[src/rtl/id_ex_stage_if.sv]
// Decode-to-execute bundle: decode-side instruction fields in, registered EX slot,
// hazard stall and bubble counter out.
interface id_ex_stage_if;
    logic        ID_Valid;
    logic        RegDst;
    logic        ALUSrc;
    logic        MemtoReg;
    logic        RegWrite;
    logic        MemRead;
    logic        MemWrite;
    logic        Branch;
    logic        Jump;
    logic        SignZero;
    logic [1:0]  ALUOp;
    logic [31:0] ReadData1;
    logic [31:0] ReadData2;
    logic [15:0] Imm16;
    logic [4:0]  Rs;
    logic [4:0]  Rt;
    logic [4:0]  Rd;
    logic [31:0] PCplus4;
    logic        Flush;

    logic        EX_Valid;
    logic        EX_ALUSrc;
    logic        EX_MemtoReg;
    logic        EX_RegWrite;
    logic        EX_MemRead;
    logic        EX_MemWrite;
    logic        EX_Branch;
    logic        EX_Jump;
    logic [1:0]  EX_ALUOp;
    logic [31:0] EX_ReadData1;
    logic [31:0] EX_ReadData2;
    logic [31:0] EX_Imm32;
    logic [31:0] EX_PCplus4;
    logic [4:0]  EX_Rs;
    logic [4:0]  EX_Rt;
    logic [4:0]  EX_WriteReg;
    logic        Stall;
    logic [15:0] BubbleCount;

    modport master (
        output ID_Valid, RegDst, ALUSrc, MemtoReg, RegWrite, MemRead, MemWrite,
               Branch, Jump, SignZero, ALUOp, ReadData1, ReadData2, Imm16,
               Rs, Rt, Rd, PCplus4, Flush,
        input  EX_Valid, EX_ALUSrc, EX_MemtoReg, EX_RegWrite, EX_MemRead,
               EX_MemWrite, EX_Branch, EX_Jump, EX_ALUOp, EX_ReadData1,
               EX_ReadData2, EX_Imm32, EX_PCplus4, EX_Rs, EX_Rt, EX_WriteReg,
               Stall, BubbleCount
    );

    modport slave (
        input  ID_Valid, RegDst, ALUSrc, MemtoReg, RegWrite, MemRead, MemWrite,
               Branch, Jump, SignZero, ALUOp, ReadData1, ReadData2, Imm16,
               Rs, Rt, Rd, PCplus4, Flush,
        output EX_Valid, EX_ALUSrc, EX_MemtoReg, EX_RegWrite, EX_MemRead,
               EX_MemWrite, EX_Branch, EX_Jump, EX_ALUOp, EX_ReadData1,
               EX_ReadData2, EX_Imm32, EX_PCplus4, EX_Rs, EX_Rt, EX_WriteReg,
               Stall, BubbleCount
    );
endinterface

[src/rtl/id_ex_stage.sv]
// ID/EX pipeline register with load-use hazard detection, flush/bubble insertion
// and a saturating count of inserted bubbles.
module id_ex_stage (
    input  logic         clk,
    input  logic         reset,
    id_ex_stage_if.slave bus
);

    typedef struct packed {
        logic        valid;
        logic        alu_src;
        logic        memto_reg;
        logic        reg_write;
        logic        mem_read;
        logic        mem_write;
        logic        branch;
        logic        jump;
        logic [1:0]  alu_op;
        logic [31:0] read_data1;
        logic [31:0] read_data2;
        logic [31:0] imm32;
        logic [31:0] pc_plus4;
        logic [4:0]  rs;
        logic [4:0]  rt;
        logic [4:0]  write_reg;
    } ex_slot_t;

    ex_slot_t    ex_q;
    ex_slot_t    ex_d;
    ex_slot_t    load_slot;
    logic [15:0] bubble_count_q;
    logic [15:0] bubble_count_d;
    logic        stall;
    logic        reg_match;

    // Hazard only looks at the registered EX slot and this cycle's decode fields.
    always_comb begin
        reg_match = (ex_q.write_reg == bus.Rs) || (ex_q.write_reg == bus.Rt);
        stall     = ex_q.valid & ex_q.mem_read & (ex_q.write_reg != 5'd0) &
                    bus.ID_Valid & ~bus.Flush & reg_match;
    end

    always_comb begin
        load_slot            = '0;
        load_slot.valid      = bus.ID_Valid;
        load_slot.alu_src    = bus.ID_Valid & bus.ALUSrc;
        load_slot.memto_reg  = bus.ID_Valid & bus.MemtoReg;
        load_slot.reg_write  = bus.ID_Valid & bus.RegWrite;
        load_slot.mem_read   = bus.ID_Valid & bus.MemRead;
        load_slot.mem_write  = bus.ID_Valid & bus.MemWrite;
        load_slot.branch     = bus.ID_Valid & bus.Branch;
        load_slot.jump       = bus.ID_Valid & bus.Jump;
        load_slot.alu_op     = bus.ID_Valid ? bus.ALUOp : 2'b00;
        load_slot.read_data1 = bus.ReadData1;
        load_slot.read_data2 = bus.ReadData2;
        load_slot.imm32      = bus.SignZero ? {16'h0000, bus.Imm16}
                                            : {{16{bus.Imm16[15]}}, bus.Imm16};
        load_slot.pc_plus4   = bus.PCplus4;
        load_slot.rs         = bus.Rs;
        load_slot.rt         = bus.Rt;
        // Gating on RegWrite first keeps an undriven RegDst on stores out of the slot.
        load_slot.write_reg  = (bus.ID_Valid & bus.RegWrite)
                               ? (bus.RegDst ? bus.Rd : bus.Rt) : 5'd0;
    end

    always_comb begin
        ex_d = load_slot;
        if (bus.Flush || stall) begin
            ex_d = '0;
        end
        bubble_count_d = bubble_count_q;
        if (stall && (bubble_count_q != 16'hFFFF)) begin
            bubble_count_d = bubble_count_q + 16'd1;
        end
    end

    always_ff @(posedge clk or posedge reset) begin
        if (reset) begin
            ex_q           <= '0;
            bubble_count_q <= 16'h0000;
        end else begin
            ex_q           <= ex_d;
            bubble_count_q <= bubble_count_d;
        end
    end

    assign bus.EX_Valid     = ex_q.valid;
    assign bus.EX_ALUSrc    = ex_q.alu_src;
    assign bus.EX_MemtoReg  = ex_q.memto_reg;
    assign bus.EX_RegWrite  = ex_q.reg_write;
    assign bus.EX_MemRead   = ex_q.mem_read;
    assign bus.EX_MemWrite  = ex_q.mem_write;
    assign bus.EX_Branch    = ex_q.branch;
    assign bus.EX_Jump      = ex_q.jump;
    assign bus.EX_ALUOp     = ex_q.alu_op;
    assign bus.EX_ReadData1 = ex_q.read_data1;
    assign bus.EX_ReadData2 = ex_q.read_data2;
    assign bus.EX_Imm32     = ex_q.imm32;
    assign bus.EX_PCplus4   = ex_q.pc_plus4;
    assign bus.EX_Rs        = ex_q.rs;
    assign bus.EX_Rt        = ex_q.rt;
    assign bus.EX_WriteReg  = ex_q.write_reg;
    assign bus.Stall        = stall;
    assign bus.BubbleCount  = bubble_count_q;

endmodule

[src/flat_wrapper.sv]
// flat-port wrapper written by rule: the top's interface ports become plain ports
module id_ex_stage_flat 
  (clk, reset, bus_ID_Valid, bus_RegDst, bus_ALUSrc, bus_MemtoReg, bus_RegWrite, bus_MemRead, bus_MemWrite, bus_Branch, bus_Jump, bus_SignZero, bus_ALUOp, bus_ReadData1, bus_ReadData2, bus_Imm16, bus_Rs, bus_Rt, bus_Rd, bus_PCplus4, bus_Flush, bus_EX_Valid, bus_EX_ALUSrc, bus_EX_MemtoReg, bus_EX_RegWrite, bus_EX_MemRead, bus_EX_MemWrite, bus_EX_Branch, bus_EX_Jump, bus_EX_ALUOp, bus_EX_ReadData1, bus_EX_ReadData2, bus_EX_Imm32, bus_EX_PCplus4, bus_EX_Rs, bus_EX_Rt, bus_EX_WriteReg, bus_Stall, bus_BubbleCount);
  id_ex_stage_if bus_i ();
  input  logic clk;
  input  logic reset;
  input wire logic [$bits(bus_i.ID_Valid)-1:0] bus_ID_Valid;
  input wire logic [$bits(bus_i.RegDst)-1:0] bus_RegDst;
  input wire logic [$bits(bus_i.ALUSrc)-1:0] bus_ALUSrc;
  input wire logic [$bits(bus_i.MemtoReg)-1:0] bus_MemtoReg;
  input wire logic [$bits(bus_i.RegWrite)-1:0] bus_RegWrite;
  input wire logic [$bits(bus_i.MemRead)-1:0] bus_MemRead;
  input wire logic [$bits(bus_i.MemWrite)-1:0] bus_MemWrite;
  input wire logic [$bits(bus_i.Branch)-1:0] bus_Branch;
  input wire logic [$bits(bus_i.Jump)-1:0] bus_Jump;
  input wire logic [$bits(bus_i.SignZero)-1:0] bus_SignZero;
  input wire logic [$bits(bus_i.ALUOp)-1:0] bus_ALUOp;
  input wire logic [$bits(bus_i.ReadData1)-1:0] bus_ReadData1;
  input wire logic [$bits(bus_i.ReadData2)-1:0] bus_ReadData2;
  input wire logic [$bits(bus_i.Imm16)-1:0] bus_Imm16;
  input wire logic [$bits(bus_i.Rs)-1:0] bus_Rs;
  input wire logic [$bits(bus_i.Rt)-1:0] bus_Rt;
  input wire logic [$bits(bus_i.Rd)-1:0] bus_Rd;
  input wire logic [$bits(bus_i.PCplus4)-1:0] bus_PCplus4;
  input wire logic [$bits(bus_i.Flush)-1:0] bus_Flush;
  output wire logic [$bits(bus_i.EX_Valid)-1:0] bus_EX_Valid;
  output wire logic [$bits(bus_i.EX_ALUSrc)-1:0] bus_EX_ALUSrc;
  output wire logic [$bits(bus_i.EX_MemtoReg)-1:0] bus_EX_MemtoReg;
  output wire logic [$bits(bus_i.EX_RegWrite)-1:0] bus_EX_RegWrite;
  output wire logic [$bits(bus_i.EX_MemRead)-1:0] bus_EX_MemRead;
  output wire logic [$bits(bus_i.EX_MemWrite)-1:0] bus_EX_MemWrite;
  output wire logic [$bits(bus_i.EX_Branch)-1:0] bus_EX_Branch;
  output wire logic [$bits(bus_i.EX_Jump)-1:0] bus_EX_Jump;
  output wire logic [$bits(bus_i.EX_ALUOp)-1:0] bus_EX_ALUOp;
  output wire logic [$bits(bus_i.EX_ReadData1)-1:0] bus_EX_ReadData1;
  output wire logic [$bits(bus_i.EX_ReadData2)-1:0] bus_EX_ReadData2;
  output wire logic [$bits(bus_i.EX_Imm32)-1:0] bus_EX_Imm32;
  output wire logic [$bits(bus_i.EX_PCplus4)-1:0] bus_EX_PCplus4;
  output wire logic [$bits(bus_i.EX_Rs)-1:0] bus_EX_Rs;
  output wire logic [$bits(bus_i.EX_Rt)-1:0] bus_EX_Rt;
  output wire logic [$bits(bus_i.EX_WriteReg)-1:0] bus_EX_WriteReg;
  output wire logic [$bits(bus_i.Stall)-1:0] bus_Stall;
  output wire logic [$bits(bus_i.BubbleCount)-1:0] bus_BubbleCount;
  assign bus_i.ID_Valid = bus_ID_Valid;
  assign bus_i.RegDst = bus_RegDst;
  assign bus_i.ALUSrc = bus_ALUSrc;
  assign bus_i.MemtoReg = bus_MemtoReg;
  assign bus_i.RegWrite = bus_RegWrite;
  assign bus_i.MemRead = bus_MemRead;
  assign bus_i.MemWrite = bus_MemWrite;
  assign bus_i.Branch = bus_Branch;
  assign bus_i.Jump = bus_Jump;
  assign bus_i.SignZero = bus_SignZero;
  assign bus_i.ALUOp = bus_ALUOp;
  assign bus_i.ReadData1 = bus_ReadData1;
  assign bus_i.ReadData2 = bus_ReadData2;
  assign bus_i.Imm16 = bus_Imm16;
  assign bus_i.Rs = bus_Rs;
  assign bus_i.Rt = bus_Rt;
  assign bus_i.Rd = bus_Rd;
  assign bus_i.PCplus4 = bus_PCplus4;
  assign bus_i.Flush = bus_Flush;
  assign bus_EX_Valid = bus_i.EX_Valid;
  assign bus_EX_ALUSrc = bus_i.EX_ALUSrc;
  assign bus_EX_MemtoReg = bus_i.EX_MemtoReg;
  assign bus_EX_RegWrite = bus_i.EX_RegWrite;
  assign bus_EX_MemRead = bus_i.EX_MemRead;
  assign bus_EX_MemWrite = bus_i.EX_MemWrite;
  assign bus_EX_Branch = bus_i.EX_Branch;
  assign bus_EX_Jump = bus_i.EX_Jump;
  assign bus_EX_ALUOp = bus_i.EX_ALUOp;
  assign bus_EX_ReadData1 = bus_i.EX_ReadData1;
  assign bus_EX_ReadData2 = bus_i.EX_ReadData2;
  assign bus_EX_Imm32 = bus_i.EX_Imm32;
  assign bus_EX_PCplus4 = bus_i.EX_PCplus4;
  assign bus_EX_Rs = bus_i.EX_Rs;
  assign bus_EX_Rt = bus_i.EX_Rt;
  assign bus_EX_WriteReg = bus_i.EX_WriteReg;
  assign bus_Stall = bus_i.Stall;
  assign bus_BubbleCount = bus_i.BubbleCount;
  id_ex_stage u_core (.clk(clk), .reset(reset), .bus(bus_i));
endmodule
[config.mk]
export PLATFORM = sky130hd
export DESIGN_NAME = id_ex_stage_flat
export DESIGN_NICKNAME = d
export VERILOG_FILES = /design/src/rtl/id_ex_stage_if.sv /design/src/rtl/id_ex_stage.sv /design/src/flat_wrapper.sv
export SDC_FILE = /design/constraint.sdc
export NUM_CORES = 1
export LEC_CHECK = 0
export CAP_MARGIN = 20
export CORE_UTILIZATION = 25
export DETAILED_ROUTE_END_ITERATION = 8
export PLACE_DENSITY_LB_ADDON = 0.05
export REMOVE_ABC_BUFFERS = 1
export SLEW_MARGIN = 10
export SYNTH_ARGS = -nofsm -noshare
export SYNTH_HDL_FRONTEND = slang
export SYNTH_SLANG_ARGS = --single-unit
[constraint.sdc]
create_clock -name clk -period 11 [get_ports clk]
set_input_delay 1.1 -clock clk [delete_from_list [all_inputs] [get_ports clk]]
set_output_delay 1.1 -clock clk [all_outputs]
set_load 0.01 [all_outputs]
== Yosys cells after proc, flatten, opt, wreduce, memory -nomap -nowiden ==
Cells that the tools add are included.
Word-level totals
  logic and storage cells: 43
  output and inout port bits: 170
  bits of input ports: 142
  flip-flop bits (word level): 169
Operators by class
  equality and inequality tests: 3
  reductions and logical operators: 4
  bitwise logic cells: 13
  $add $sub $neg: 1
  mux-type cells: 5
Operators with widths (count)
  two-way mux 153 bit: 1
  two-way mux 32 bit: 1
  adder 16 x 1 -> 16 bit (second input constant): 1
  inequality test 16 bit (second input constant): 1
  bitwise AND 1 bit: 12
  == test 5 bit: 2
  two-way mux 5 bit: 2
  nonzero test 5 bit: 1
  logical OR 1 bit: 2
  two-way mux 2 bit: 1
  logical AND 1 bit: 1
  inverter 1 bit: 1

== Depth between registers and ports, before layout ==
Gate-level depths: netlist of run 1.
  depth in word-level cells: 7
  gate-level depth with buffers: 7
  depth with buffers taken out: 6

== Worst setup path before layout of run 1 ==
Ideal clock, no wire load.
  path kind: input -> output
  start: in bus_Rs[4]
  end: out bus_Stall
  stages on the path: 5
  setup slack: 7.715 ns
  buffers on the path: 1
  arrival time: 2.185 ns
  required time: 9.900 ns
  path through: xnor2_1 nand3_1 o22ai_2 clkbuf_1 and2_1
Between the ends
  word-level cells in the longest chain between the ends: 3
RTL lines
  start, declared: RTL line flat_wrapper.sv:21  | input wire logic [$bits(bus_i.Rs)-1:0] bus_Rs;
  == test 5 bit: RTL line id_ex_stage.sv:38  | reg_match = (ex_q.write_reg == bus.Rs) || (ex_q.write_reg == bus.Rt);
  logical OR 1 bit: RTL line id_ex_stage.sv:38
  bitwise AND 1 bit: RTL line id_ex_stage.sv:40  | bus.ID_Valid & ~bus.Flush & reg_match;
  end, declared: RTL line flat_wrapper.sv:42  | output wire logic [$bits(bus_i.Stall)-1:0] bus_Stall;
Every way passes these cells.

== Worst setup path after layout of run 1 ==
Same ends and word-level chain as after synthesis.

==> results.toml, run 1 <==
[status]
status = "completed"

[layout]
fin_nets = 852
area_growth_pct = 70.0
fillers = 2081
regArea_um2 = 3850
drive_gt1_frac = 0.0540
final_util = 0.433
multi_input_area_um2 = 1450

[timing]
fmax_mhz = 226
fin_tns_setup_ns = 0
hold_viol = 0
worst_slack_ns = 6.58
worst_pin_slew_ns = 1.00
rsz0062_at_grt = "false"
slew_viol_final = 0
period_needed_ns = 4.42
final-setup-viol-count = 0
worst_clock_skew_ns = 0.0115
timing.final.crit_share = 0.401
worst_slew_margin_rel = 0.332

[clocking]
post_cts_resized = 0
cts_tree = "yes"
clkSinkCount = 154
cts_buffers = 17
clkTransAtPathRegs_ns = 0.06
holdBufCountCts = 0
post-cts-setup-buffers = 0
clock_latency_ns = 0.42
clk_path_buf_depth = 2
htree_num_levels = 4
cts_root_buffer = "clkbuf_16"

[synthesis]
syn_inst = 407
netlist.area_leader.share = 0.695
syn_avg_cell_area_um2 = 13.6
yosysSeqAreaShare = 0.695
synth_top_area_cell = "dfrtp_1"
synth-edff-count = 0
async_flop_share = 1.00
ys_types = 31
synthTopCellsByArea = "dfrtp_1 (70%), and2_1 (15%), xnor2_1 (3.9%)"
synth.most_common_cell = "dfrtp_1"
yosys_warnings = 0
ys.flop_type = "dfrtp_1"
synth_top_cells_by_count = "dfrtp_1 (154), and2_1 (130), xnor2_1 (25)"
synth-seq-cells = 154
syn_area_um2 = 5540

[critical_path]
crit_type = "in -> out"
crit_arrival_ns = 3.32
startpoint_type = "input pin"
crit_required_ns = 9.90
worst-path-max-fanout = 19
end_kind = "primary output"

[route]
wirelength_um = 16400
drtIter0Drc = 128
routed_via_density = 4.01
wl_met2_um = 7910
wl_met3_um = 2000
drc_errors = 0
wl_met1_um = 6130
wl_per_cell_um = 16.4
ant_nets = 0
vias = 4029
routed.top_layer = "met4"
dr.pass1.iters = 6

[place]
place.gp.congestion = 0.768
port-buffer-count = 311
pre_cts_slack_ns = 6.58
hpwlAfterDp_um = 12200

[power_and_ir_drop]
ir_drop_v = 0.0000860
powerDensity_nw_per_um2 = 146
leakagePower_nw = 4.04

[floorplanning]
coreArea_um2 = 21800
fp.dieW_um = 151
io_pins = 312
num_rows = 54
initial_utilization = 0.255
dieArea_um2 = 22800
die_y_um = 151

[flow_run]
cap_violations = 0

[global_routing]
antenna_found_initial = 2
grtUsageTotal = 0.148
grt_pass1_vias = 4214
grt_max_degree = 123
overflow = 0
grt_first_pass_wirelength_um = 24600

[min_path]
hold_path_class = "reg -> reg"
flip-flops by register name (all words and copies together), names as in the netlist, 2 cells and up:
| register | flops |
|---|---|
| u_core.bus.EX_PCplus4 | 32 |
| u_core.bus.EX_ReadData1 | 32 |
| u_core.bus.EX_ReadData2 | 32 |
| u_core.bus.EX_Imm32 | 17 |
| u_core.bus.BubbleCount | 16 |
| u_core.bus.EX_Rs | 5 |
| u_core.bus.EX_Rt | 5 |
| u_core.bus.EX_WriteReg | 5 |
| u_core.bus.EX_ALUOp | 2 |
power breakdown:
group	leakage, nW	total (mW)	switching, mW	internal (mW)
combinational	1.73	0.166	0.0618	0.104
clock	0.292	0.611	0.243	0.368
sequential	2.01	0.599	0.00815	0.591
total	4.04	1.38	0.313	1.06
worst max-delay path: stages:
cell and delay [ns]:
clkdlybuf4s50_1 0.50, xnor2_1 0.13, nand3_1 0.11, o22ai_2 0.70
and2_1 0.24, clkdlybuf4s50_1 0.54
cell usage in the layout, fill, tap and decap left out, drive strengths merged, types with 3 or more instances in the layout:
cell           netlist  routed
nand3               12      12
xnor2               25      25
mux2i                5       5
nand4                7       7
and3                 5       5
clkbuf               7      21
nand2                7       7
dfrtp              154     154
nor2                 9       9
inv                  4       7
nor3                 3       3
clkdlybuf4s50        0     311
and2               130     130
clkinv               0       3
bufinv               0       3
worst paths after layout:
| path | startpoint | slack, ns | cells past startpoint | to |
|---|---|---|---|---|
| max | bus_Rs[4] | 6.58 | 6 | bus_Stall |
| min | u_core.bus.BubbleCount[15]$_DFFE_PP0P_ | 0.50 | 1 | u_core.bus.BubbleCount[15]$_DFFE_PP0P_ |
| max reg2reg | u_core.bus.EX_WriteReg[1]$_DFF_PP0_ | 8.25 | 6 | u_core.bus.EX_Imm32[11]$_DFF_PP0_ |
| min reg2reg | u_core.bus.BubbleCount[15]$_DFFE_PP0P_ | 0.50 | 1 | u_core.bus.BubbleCount[15]$_DFFE_PP0P_ |
| max in group asynchronous | reset | 8.45 | 3 | u_core.bus.EX_ReadData2[1]$_DFF_PP0_ |
| min in group asynchronous | reset | 1.28 | 2 | u_core.bus.EX_ReadData1[10]$_DFF_PP0_ |
layout make-up:
cell class | count | share of cell area
timing repair buffer | 313 | 0.332
antenna | 2 | 0.000531
sequential | 154 | 0.409
clock inverter | 11 | 0.0173
tap | 280 | 0.0372
clock buffer | 21 | 0.0478
inverter | 4 | 0.00212
multi-input combinational | 219 | 0.154
stage by stage:
step	hold WS (ns)	area (um^2)	total power, mW	instances
2_1_floorplan	0.525	5320	0.658	377
5_1_grt	0.522	9420	1.44	1004
3_3_place_gp	0.493	8810	0.779	970
6_report	0.496	9420	1.38	1004
4_1_cts	0.504	9420	1.40	1002
3_5_place_dp	0.495	8810	0.780	970
metal layers:
metal	GRT usage	up-vias
met5	0	-
met4	0.0635	0
met3	0.0726	25
met2	0.243	189
met1	0.160	1943
li1	-	1872
logic make-up (layout without fill, tap and decap cells):
group / Yosys count / after routing / synth area share
xor gates and xnor gates: 25 / 25 / 0.0395
muxes: 6 / 6 / 0.0111
buffers and inverters: 34 / 349 / 0.0427
other: 0 / 2 / 0
and+or+nand+nor: 181 / 181 / 0.196
adders and majority gates: 1 / 1 / 0.00226
DFF: 154 / 154 / 0.695
AOI/OAI and AO/OA: 6 / 6 / 0.0135
Note: power is estimated with default switching activity, not from simulation.
==> inputs of run 2 (changes only) <==
Clock period 11 ns to 4.5 ns, I/O delays scaled along.
==> results.toml, run 2 (synthesized netlist as in run 1, its figures left out) <==
[status]
status = "completed"

[power_and_ir_drop]
switching_share = 0.244
p_int_mw = 2.44
power.share.sequential = 0.454
pwr-share-comb = 0.127
p_switching_mw = 0.788
ir_drop_v = 0.000239
p_clk_frac = 0.419
powerDensity_nw_per_um2 = 344
leakagePower_nw = 4.02

[floorplanning]
die_y_um = 151
initial_utilization = 0.255
num_rows = 54
dieArea_um2 = 22800
fp.dieW_um = 151
io_pins = 312
coreArea_um2 = 21800

[timing]
rsz0062_at_grt = "false"
final-setup-viol-count = 0
worst_clock_skew_ns = 0.00828
holdWs_ns = 0.486
hold_viol = 0
timing.final.crit_share = 0.651
worst_slew_margin_rel = 0.577
fmax_mhz = 341
worst_pin_slew_ns = 0.635
period_needed_ns = 2.93
slew_viol_final = 0

[critical_path]
crit_arrival_ns = 2.48
end_kind = "primary output"
crit_required_ns = 4.05
crit_type = "reg -> out"
worst-path-max-fanout = 6
startpoint_type = "flip-flop"

[clocking]
htree_num_levels = 4
clkTransAtPathRegs_ns = 0.07
holdBufCountCts = 0
post_cts_resized = 0
clk_path_buf_depth = 2
post-cts-setup-buffers = 0
cts_tree = "yes"
cts_buffers = 17
cts_root_buffer = "clkbuf_16"
clkSinkCount = 154
clock_latency_ns = 0.42

[route]
routed_via_density = 4.00
vias = 4018
dr.pass1.iters = 8
wl_per_cell_um = 16.3
drtIter0Drc = 121
ant_nets = 0
drc_errors = 0
wirelength_um = 16400

[flow_run]
cap_violations = 0

[layout]
layout_common_cells = "clkdlybuf4s50_1 (311), dfrtp_1 (154), and2_1 (130)"
area_growth_pct = 69.4
final_common_cell = "clkdlybuf4s50_1"
drive_gt1_frac = 0.0594
final_design_area_no_fill_um2 = 9390
fin_nets = 854

[global_routing]
antenna_found_initial = 1
grt_max_degree = 89
overflow = 0
grt_first_pass_wirelength_um = 24700
grt_pass1_vias = 4237
grtUsageTotal = 0.148

[place]
hpwlAfterDp_um = 12000
placed_cell_area_um2 = 8830
port-buffer-count = 311
place.gp.congestion = 0.779

[min_path]
hold_path_class = "in -> async"
==> run 2: changes by cell type in the layout (fill, tap and decap cells not counted), sizes merged <==
cell | before | now
clkbuf | 21 | 19
buf | 2 | 4
diode | 2 | 1
clkinvlp | 2 | 4
inv | 7 | 10
bufinv | 3 | 0
==> run 2: final cells by class <==
cell class / instances / area [um^2]
multi-input combinational: 219 / 1450
tap: 280 / 350
antenna: 1 / 2.50
timing repair buffer: 315 / 3160
inverter: 4 / 20.0
sequential: 154 / 3850
clock buffer: 19 / 443
fill: 2088 / 12400
clock inverter: 13 / 110
==> run 2: critical path, stage by stage (launching register included) <==
cell and delay, ns:
dfrtp_1 0.43, or4_4 0.58, o2111ai_4 0.27, inv_2 0.12, and2_1 0.18, clkdlybuf4s50_1 0.47
==> run 2: power groups by stage <==
| stage | Combinational [mW] | Clock [mW] | Sequential (mW) |
|---|---|---|---|
| 2_1_floorplan | 0.0831 | 0 | 1.53 |
| 3_3_place_gp | 0.417 | 0 | 1.49 |
| 3_5_place_dp | 0.417 | 0 | 1.49 |
| 4_1_cts | 0.419 | 1.40 | 1.47 |
| 5_1_grt | 0.444 | 1.47 | 1.47 |
| 6_report | 0.409 | 1.35 | 1.46 |
==> run 2: worst paths after layout <==
check | from | to | slack, ns | cells past startpoint
setup / recovery | u_core.bus.EX_WriteReg[1]$_DFF_PP0_ | bus_Stall | 1.57 | 5
hold / removal | reset | u_core.bus.EX_PCplus4[19]$_DFF_PP0_ | 0.49 | 2
setup reg to reg | u_core.bus.EX_WriteReg[1]$_DFF_PP0_ | u_core.bus.EX_ReadData1[17]$_DFF_PP0_ | 2.07 | 6
hold reg to reg | u_core.bus.BubbleCount[15]$_DFFE_PP0P_ | u_core.bus.BubbleCount[15]$_DFFE_PP0P_ | 0.51 | 1
max in group asynchronous | reset | u_core.bus.EX_ReadData2[12]$_DFF_PP0_ | 3.04 | 3
min in group clk | u_core.bus.BubbleCount[15]$_DFFE_PP0P_ | u_core.bus.BubbleCount[15]$_DFFE_PP0P_ | 0.51 | 1
==> run 2: per-layer routing <==
layer	vias up	part of all wire	track usage
li1	1884	-	-
met1	1920	0.38	0.163
met2	195	0.49	0.245
met3	19	0.11	0.0714
met4	0	0.018	0.0580
met5	-	0	0
==> run 2: metrics by stage <==
step	setup WS [ns]	setup TNS, ns	power (mW)	cells	util
after floorplan	-0.0998	-15.37	1.61	377	-
after global placement	1.70	0	1.91	972	0.406
after detailed placement	1.71	0	1.91	972	0.406
after CTS	1.54	0	3.29	1004	0.431
after global routing	1.46	0	3.39	1005	0.432
final	1.57	0	3.23	1005	0.432
